## src/rtl/serial_adder.sv

```systemverilog
// Digit-serial add/sub: WIDTH/DIGIT cycles per op, result held in DONE until out_ready (back-pressure stalls intake).
// Optional SERIAL_ADDER_OVERFLOW_EN adds a registered signed-overflow output.
module serial_adder #(
  parameter int WIDTH = 8,
  parameter int DIGIT = 1
) (
  input  logic             clk,
  input  logic             rst,
  input  logic             in_valid,
  output logic             in_ready,
  input  logic [WIDTH-1:0] a,
  input  logic [WIDTH-1:0] b,
  input  logic             carry_in,
  input  logic             sub,
  output logic             out_valid,
  input  logic             out_ready,
  output logic [WIDTH-1:0] sum,
  output logic             carry,
  output logic             busy
`ifdef SERIAL_ADDER_OVERFLOW_EN
  ,
  output logic             overflow
`endif
);

  localparam int STEPS = WIDTH / DIGIT;
  localparam int CW    = (STEPS > 1) ? $clog2(STEPS) : 1;

  typedef enum logic [1:0] {
    IDLE = 2'd0,
    RUN  = 2'd1,
    DONE = 2'd2
  } state_t;

  state_t           state_q;
  logic [WIDTH-1:0] a_q;
  logic [WIDTH-1:0] b_q;
  logic [WIDTH-1:0] psum_q;
  logic             c_q;
  logic [CW-1:0]    cnt_q;
  logic [WIDTH-1:0] sum_q;
  logic             carry_q;
  logic             out_valid_q;
  logic             busy_q;

  logic [DIGIT:0]         slice_full;
  logic [DIGIT-1:0]       slice_s;
  logic                   c_d;
  logic [WIDTH+DIGIT-1:0] psum_cat;
  logic [WIDTH-1:0]       psum_d;
  logic                   last_step;

  // One DIGIT-bit full-adder slice, reused every RUN cycle.
  assign slice_full = {1'b0, a_q[DIGIT-1:0]} + {1'b0, b_q[DIGIT-1:0]} + {{DIGIT{1'b0}}, c_q};
  assign slice_s    = slice_full[DIGIT-1:0];
  assign c_d        = slice_full[DIGIT];
  assign psum_cat   = {slice_s, psum_q};
  assign psum_d     = psum_cat[WIDTH+DIGIT-1:DIGIT];
  assign last_step  = (cnt_q == CW'(STEPS - 1));

`ifdef SERIAL_ADDER_OVERFLOW_EN
  logic ovf_q;
  logic c_msb;
  logic ovf_d;
  // Carry into the slice MSB recovered from its sum bit: s = a ^ b ^ cin.
  assign c_msb    = slice_s[DIGIT-1] ^ a_q[DIGIT-1] ^ b_q[DIGIT-1];
  assign ovf_d    = c_msb ^ c_d;
  assign overflow = ovf_q;
`endif

  assign in_ready  = (state_q == IDLE) && !rst;
  assign out_valid = out_valid_q;
  assign sum       = sum_q;
  assign carry     = carry_q;
  assign busy      = busy_q;

  always_ff @(posedge clk) begin
    if (rst) begin
      state_q     <= IDLE;
      a_q         <= '0;
      b_q         <= '0;
      psum_q      <= '0;
      c_q         <= 1'b0;
      cnt_q       <= '0;
      sum_q       <= '0;
      carry_q     <= 1'b0;
      out_valid_q <= 1'b0;
      busy_q      <= 1'b0;
`ifdef SERIAL_ADDER_OVERFLOW_EN
      ovf_q       <= 1'b0;
`endif
    end else begin
      case (state_q)
        IDLE: begin
          if (in_valid) begin
            // Subtraction as a + ~b + 1, with borrow-in folded into the initial carry.
            a_q     <= a;
            b_q     <= sub ? ~b : b;
            c_q     <= carry_in ^ sub;
            psum_q  <= '0;
            cnt_q   <= '0;
            busy_q  <= 1'b1;
            state_q <= RUN;
          end
        end
        RUN: begin
          a_q    <= a_q >> DIGIT;
          b_q    <= b_q >> DIGIT;
          psum_q <= psum_d;
          c_q    <= c_d;
          cnt_q  <= cnt_q + CW'(1);
          if (last_step) begin
            sum_q       <= psum_d;
            carry_q     <= c_d;
`ifdef SERIAL_ADDER_OVERFLOW_EN
            ovf_q       <= ovf_d;
`endif
            out_valid_q <= 1'b1;
            busy_q      <= 1'b0;
            state_q     <= DONE;
          end
        end
        DONE: begin
          if (out_ready) begin
            out_valid_q <= 1'b0;
            state_q     <= IDLE;
          end
        end
        default: begin
          state_q <= IDLE;
        end
      endcase
    end
  end

endmodule

```

## config.mk

```make
export PLATFORM = sky130hd
export DESIGN_NAME = serial_adder
export DESIGN_NICKNAME = d
export VERILOG_FILES = /design/src/rtl/serial_adder.sv
export SDC_FILE = /design/constraint.sdc
export NUM_CORES = 1
export LEC_CHECK = 0
export CORE_UTILIZATION = 53
export CTS_BUF_LIST = sky130_fd_sc_hd__clkbuf_8
export DETAILED_ROUTE_END_ITERATION = 12
export GPL_TIMING_DRIVEN = 1
export PLACE_DENSITY_LB_ADDON = 0.1
export SETUP_SLACK_MARGIN = 0.5
export SLEW_MARGIN = 20
export SYNTH_ARGS = -nofsm -noshare
export SYNTH_HDL_FRONTEND = slang
export SYNTH_SLANG_ARGS = --single-unit
```

## constraint.sdc

```tcl
create_clock -name clk -period 1.87 [get_ports clk]
set_input_delay 0.374 -clock clk [delete_from_list [all_inputs] [get_ports clk]]
set_output_delay 0.374 -clock clk [all_outputs]
set_load 0.01 [all_outputs]
```

# == After elaboration in Yosys (flattened, before gate mapping) ==
# Cells that the tools add are included.
# word_totals
input_bits,22
out_inout_bits,12
ff_bits,41
elab_cells,52
# op_classes
muxes,21
n_addsub,3
bitwise,2
reduce_logical,10
eq_ne,6
# op_table
op,count
$pmux 8 s2,3
$mux 8,4
$reduce_and 3->1,3
$not 8->8,1
$mux 2,3
$ne 2x2->1 const B,3
$pmux 1 s2,3
$pmux 2 s3,1
$pmux 3 s2,1
$mux 1,5
$reduce_and 2->1,2
$reduce_bool 2->1,2
$add 3x1->3 const B,1
$eq 3x3->1 const B,1
$mux 3,1
$add 1x1->2,1
$add 2x1->2,1
$eq 2x1->1 const B,1
$eq 2x2->1 const B,1
$logic_not 2->1,1
$logic_and 1x1->1,1
$logic_not 1->1,1
$xor 1x1->1,1

# == Longest topological paths before layout ==
# Gate-level depths: netlist of the first run.
# depth
ltp_word,4
mapped_depth,6
mapped_depth_nobuf,5

# == Least setup slack after synthesis of the first run ==
# No wires, ideal clock.
# synth_timing
path_type,register to register
startpoint,register cnt_q[0]
endpoint,"register busy_q, in the netlist busy"
synth_period_minus_slack_ns,1.340
stages_incl_launch_ff,7
required_time_ns,1.738
path_buffers,1
t_arrival_ns,1.208
path_slack_ns,0.530
setup_ns,0.132
path_cell_list,dfxtp_1 ha_1 ha_1 clkbuf_1 inv_1 o21ai_0 a21oi_1
# synth_between
elab_chain_cells,3
# synth_lines
item,line,source
start: declaration,40,logic [CW-1:0] cnt_q;
start signal: assignment,111,cnt_q <= cnt_q + CW'(1);
$eq 3x3->1,59,assign last_step = (cnt_q == CW'(STEPS - 1));
$ne 2x2->1 (no source line),n/a,
$reduce_and 3->1 (no source line),n/a,
end signal: assignment,88,busy_q <= 1'b0;
end signal: assignment,102,busy_q <= 1'b1;
end signal: assignment,119,busy_q <= 1'b0;
end: declaration,44,logic busy_q;
# No other way between the ends.
# A chain may end at the register's enable or synchronous reset.

# == Final worst setup path of the first run ==
# layout_timing
startpoint,register state_q[0]
endpoint,output port in_ready
# layout_between
elab_chain_cells,2
# layout_lines
item,line,source
start: declaration,35,state_t state_q;
start signal: assignment,79,state_q <= IDLE;
start signal: assignment,103,state_q <= RUN;
start signal: assignment,120,state_q <= DONE;
$logic_not 2->1,71,assign in_ready = (state_q == IDLE) && !rst;
$logic_and 1x1->1,71,
end: declaration,10,"output logic in_ready,"
# No other way between the ends.

==> reports/results.txt, run 1 <==
Vias in the first global route - 1357
Clock period minus worst slack - 1380 ps
CTS sink cnt - 40
CTS HTree Levels - 2
Routed vias/inst - 5.62
Net Sw Frac - 0.241
WL/cell - 14.6 um
Final worst setup slack - 485 ps
Sequential Power Share - 0.475
M3 GR Usage - 0.0576
PD cells - 817 nW/um^2
Die area - 3700 um^2
P_int - 1470 uW
Post-synthesis sequential area ratio - 0.437
Synth top area cells - dfxtp_1 (44%), a22oi_1 (7.4%), a211oi_2 (5.5%), o22ai_2 (5.5%), mux2i_1 (4.4%)
Worst-path clk slew - 80 ps
Number of DRC markers in iteration 0 - 87
Area leader, netlist - dfxtp_1
First-pass GRT wire length - 5.86 mm
Slew HR - 0.645
Syn avg cell area - 10.3 um^2
WP buf/inv - 1
Clk pwr share - 0.385
Max clock buf depth - 2
Clock latency at the later pin of the worst-skew pair - 300 ps
Hold Slack - 457 ps
Synth cell count leaders - dfxtp_1 (40), nor2_1 (19), a22oi_1 (18)
Combinational Power Share - 0.141
Period utilization - 0.740
FFs w/ async S/R, synth - 0
Gate Count Post-Synth - 177
Placed wire-length estimate - 2.43 mm
Rows - 20
CP delay by family, top - flip-flops
Synth cell types - 33
CTS Buf Count - 5
Antenna violations before repair - 0
Maximum vdd drop - 0.580 mV
Met1 Track Usage GR - 0.261
Fin. Hold Viols - 0
Worst-path maximum fanout - 7
Leakage Power - 0.000909 uW
Crit path required time - 1500 ps
Number of diodes - 0
Max Clk Rate - 722 MHz
Critical path's slowest cell - dfxtp_2
Clk_skew - 11.0 ps
WL final - 3.84 mm
Status - finished clean
CTS Root Cell - clkbuf_8
EDFF count, synth - 0
Remaining DRCs - 0
Chip height - 60.8 um
Drt pass-1 iters - 4
Place WS - 55.1 ps
Post-Syn Area - 1830 um^2
RSZ-0062 raised after global routing - yes
Area of the core - 3150 um^2
Tot GR Track Use - 0.216
Warning count from the yosys run - 0
Area Growth Syn to Fin - 29.5%
Vias post-DR - 1472
Maxcap violations - 0
Ports - 34
Most used routing layer - met2
CTS tree - built
Total grt overflow - 0
Max incr delay on CP - 380 ps
Most common cell in the netlist - dfxtp_1
Starting density of the core - 0.581
Number of buffers added on ports - 33
Setup-failing EPs final - 0
Slew Viols, Final - 0
Crit. End Element - output port
Pin count of the biggest net entering global routing - 28
Tightest Pin Transition - 529 ps
Switching power total - 468 uW
Post-Syn Nets - 202
Area share of the largest cell type after synthesis - 0.437
Top_reg_cell synth - dfxtp_1
Width of the die - 60.8 um
Fill count - 231
# hold bufs at CTS - 0
Hold Crit Class - flop to flop
Setup TNS - 0 ps
Flop and latch count out of synthesis - 40
Routability Congestion - 0.769
Crit path DAT - 1010 ps
Nets - 242
Crit start category - flop
Met2 Use GR - 0.380
Final ANT Viol Nets - 0
Setup Crit Path Kind - flop to output port
CP Cell Sequence - nor3_2 > clkbuf_2
Ratio of cells with drive above 1 in the final layout - 0.257
==> final cells by class <==
class | instances | area [um^2] | share of cell area
Multi-Input combinational cell | 122 | 958 | 0.404
Sequential cell | 40 | 803 | 0.339
Timing Repair Buffer | 47 | 430 | 0.181
Clock buffer | 6 | 82.6 | 0.0348
Tap cell | 44 | 55.1 | 0.0232
Clock inverter | 2 | 38.8 | 0.0164
Inverter | 1 | 3.75 | 0.00158
==> worst register-to-register path: stages, from the launching register on <==
cell     delay (ps)
dfxtp_1         330
buf_4           190
nor2b_2         450
nand3_1         160
a21oi_1         160
==> final timing paths <==
path                           start                  end  slack (ps)  depth (start not counted)
min              sum[0]$_SDFFE_PP0P_  sum[0]$_SDFFE_PP0P_         460                          2
min reg2reg      sum[0]$_SDFFE_PP0P_  sum[0]$_SDFFE_PP0P_         460                          2
max          state_q[0]$_SDFFE_PP0P_             in_ready         490                          2
max reg2reg  state_q[1]$_SDFFE_PP0P_  sum[3]$_SDFFE_PP0P_         520                          4
==> timing repair <==
item / 4_1_cts / 5_1_grt
resized for setup: 19 / 8
pin swaps: 1 / 0
buffers inserted: 5 / 1
endpoints found under the setup margin: 50 / 38
hold endpoints to repair: 0 / 0
gates cloned: 0 / 2
==> power groups by stage <==
stage	combinational [uW]	sequential, uW	clock (uW)
after floorplan	189	928	0
after global placement	246	934	0
after detailed placement	256	936	0
after CTS	264	919	746
after global routing	295	926	778
final	273	920	746
==> state kept, by name, summed over array words and instances, names as in the netlist <==
name	flops
state_q	2
a_q	8
sum	8
out_valid	1
b_q	8
c_q	1
cnt_q	3
psum_q	7
carry	1
busy	1
==> through the flow <==
stage          power (uW)  instances   util  cell area, um^2
2_1_floorplan        1120        177      -             1830
3_3_place_gp         1180        246  0.683             2150
3_5_place_dp         1190        246  0.683             2150
4_1_cts              1930        259  0.738             2330
5_1_grt              2000        262  0.752             2370
6_report             1940        262  0.752             2370
==> routing by layer <==
| layer | routed length (um) | vias up |
|---|---|---|
| met5 | 0 | - |
| met4 | 40 | 0 |
| met3 | 199 | 5 |
| met2 | 1920 | 46 |
| met1 | 1680 | 703 |
| li1 | - | 718 |
==> cells in the final DEF (no fill, tap or decap), types with 6 or more instances in the layout <==
cell / instances
mux2i_1: 8
nor2_1: 19
o22ai_2: 8
clkbuf_8: 6
a211oi_2: 8
a22oi_1: 18
nand2_1: 10
xnor2_1: 8
buf_4: 12
dlygate4sd2_1: 11
clkdlybuf4s50_1: 19
dfxtp_1: 38
a21oi_1: 11
nand3_1: 9
==> logic make-up (layout without fill, tap and decap cells) <==
logic type,after synthesis,in the layout,share of synthesized area
AOI/OAI and AO/OA,52,53,0.253
xor gates and xnor gates,9,9,0.0430
adders and majority gates,3,3,0.0246
buffers and inverters,17,56,0.0731
DFF,40,40,0.437
muxes,8,8,0.0437
and+or+nand+nor,48,49,0.125
Power figures use the tool's default switching activity.
==> inputs of run 2 (changes only) <==
==> constraint.sdc (replaced) <==
create_clock -name clk -period 1.4 [get_ports clk]
set_input_delay 0.28 -clock clk [delete_from_list [all_inputs] [get_ports clk]]
set_output_delay 0.28 -clock clk [all_outputs]
set_load 0.01 [all_outputs]
==> reports/results.txt, run 2 (synthesis gave the netlist of run 1 again) <==
Critical path's slowest cell - dfxtp_4
CTS Root Cell - clkbuf_8
# hold bufs at CTS - 0 (unchanged)
Max clock buf depth - 2 (unchanged)
Place WS - -204 ps (-259 ps)
Slew Viols, Final - 0 (unchanged)
Worst R2R Path Depth - 5 (+1)
First-pass GRT wire length - 8.15 mm (+39%)
Crit start category - flop
Number of DRC markers in iteration 0 - 135 (+55%)
Ports - 34 (unchanged)
CTS tree - built
Ratio of cells with drive above 1 in the final layout - 0.535 (+0.278)
Number of diodes - 0 (unchanged)
WL final - 6.45 mm (+68%)
Placed insts - 251 (+2.0%)
Pin count of the biggest net entering global routing - 28 (unchanged)
Crit path DAT - 1560 ps (+550 ps)
Hold Crit Class - flop to flop
Routability Congestion - 0.747 (-2.8%)
Period utilization - 0.966
CP delay by family, top - compound AO/OA/AOI/OAI gates
Crit path depth - 5 (+3)
Drt pass-1 iters - 4 (unchanged)
Setup TNS - 0 ps (unchanged)
WP buf/inv - 3 (+2)
Commonest non-fill, non-tap cells in the layout - dfxtp_1 (22), buf_4 (21), clkdlybuf4s50_1 (19), buf_6 (19), nor2_1 (18)
Final ANT Viol Nets - 0 (unchanged)
CTS sink cnt - 40 (unchanged)
Area of the core - 3150 um^2 (unchanged)
Final worst setup slack - 48.3 ps (-437 ps)
Most common cell after layout, fill and taps aside - dfxtp_1
Number of buffers added on ports - 33 (unchanged)
Clk_skew - 13.6 ps (+2.58 ps)
Tightest Pin Transition - 342 ps (-187 ps)
Area Growth Syn to Fin - 54.0%
CTS HTree Levels - 2 (unchanged)
Worst-path clk slew - 90 ps (about the same)
Setup Crit Path Kind - flop to flop
Status - finished clean
Leakage Power - 0.00104 uW (+14%)
Placed wire-length estimate - 2.51 mm (+3.5%)
Fill count - 134 (-42%)
RSZ-0062 raised after global routing - yes
Remaining DRCs - 0 (unchanged)
Antenna violations before repair - 0 (unchanged)
Hold path depth - 2 (unchanged)
Maximum vdd drop - 0.936 mV (+61%)
WL/cell - 22.6 um (+54%)
Fin. Hold Viols - 0 (unchanged)
CP Cell Sequence - buf_8 > buf_4 > o21ba_4 > buf_6 > a211oi_2
Crit. End Element - flop
Chip height - 60.8 um (unchanged)
Max incr delay on CP - 370 ps (about the same)
Rows - 20 (unchanged)
PD cells - 913 nW/um^2 (+12%)
Hold Slack - 474 ps (+17.9 ps)
Max Clk Rate - 740 MHz
Nets - 265 (+9.5%)
Slew HR - 0.772 (+0.126)
Crit path required time - 1610 ps (+110 ps)
Total grt overflow - 0 (unchanged)
Vias in the first global route - 1625 (+20%)
Layout Cells excl Fill - 285 (+8.8%)
Maxcap violations - 0 (unchanged)
Clock latency at the later pin of the worst-skew pair - 300 ps (about the same)
Starting density of the core - 0.581 (unchanged)
Tot GR Track Use - 0.316 (+0.0996)
Multi-input logic area - 1090 um^2 (+14%)
CTS Buf Count - 5 (unchanged)
Routed vias/inst - 6.07 (+8.1%)
FF/Latch Area - 831 um^2 (+3.4%)
Setup-failing EPs final - 0 (unchanged)
Vias post-DR - 1731 (+18%)
Clock period minus worst slack - 1350 ps
Die area - 3700 um^2 (unchanged)
Width of the die - 60.8 um (unchanged)
Worst-path maximum fanout - 8 (+1)
run 2: cell types whose count changed in the layout (fill, tap and decap cells not counted), sizes merged:
cell and delta:
buf +33, nor2b -1, clkinvlp +2, clkbuf +1
dlygate4sd2 -10, dlymetal6s2s -1, bufinv -1
run 2: power breakdown:
| group | internal (uW) | switching [uW] |
|---|---|---|
| Sequential | 1190 | 52.3 |
| Clock | 353 | 443 |
| Combinational | 283 | 256 |
| Total | 1820 | 752 |
run 2: worst min-delay path: cells and delay by family (launching register included):
kind,cells,cell delay [ps]
flip-flops,1,330
AND/OR/NAND/NOR,1,60
AO/OA/AOI/OAI,1,50
run 2: timing repair:
item / in CTS / in global routing
cloned: 2 / 3
setup buffers: 16 / 5
pin swaps: 5 / 8
setup endpoints to repair: 52 / 52
gates resized for setup: 104 / 13
run 2: final cells by class:
type / count / area share
clock buffer: 5 / 0.0244
clock inverter: 3 / 0.00843
inverter: 1 / 0.00222
multi-input combinational: 121 / 0.386
sequential: 40 / 0.295
tap: 44 / 0.0195
timing repair buffer: 71 / 0.264
run 2: metrics by stage:
| step | utilization | cell area, um^2 | total power, uW |
|---|---|---|---|
| 2_1_floorplan | - | 1900 | 1510 |
| 3_3_place_gp | 0.719 | 2270 | 1610 |
| 3_5_place_dp | 0.719 | 2270 | 1630 |
| 4_1_cts | 0.842 | 2660 | 2470 |
| 5_1_grt | 0.894 | 2820 | 2650 |
| 6_report | 0.894 | 2820 | 2580 |
run 2: final timing paths:
check	to	slack, ps	startpoint
max reg2reg	cnt_q[0]$_SDFFE_PP0P_	50	state_q[0]$_SDFFE_PP0P_
min	sum[4]$_SDFFE_PP0P_	470	sum[4]$_SDFFE_PP0P_
max	cnt_q[0]$_SDFFE_PP0P_	50	state_q[0]$_SDFFE_PP0P_
min reg2reg	sum[4]$_SDFFE_PP0P_	470	sum[4]$_SDFFE_PP0P_
run 2: metal layers:
metal | vias up | share of wire | GRT usage
met5 | - | 0 | 0
met4 | 0 | 0.046 | 0.117
li1 | 760 | - | -
met3 | 30 | 0.077 | 0.0938
met1 | 837 | 0.38 | 0.354
met2 | 104 | 0.50 | 0.564
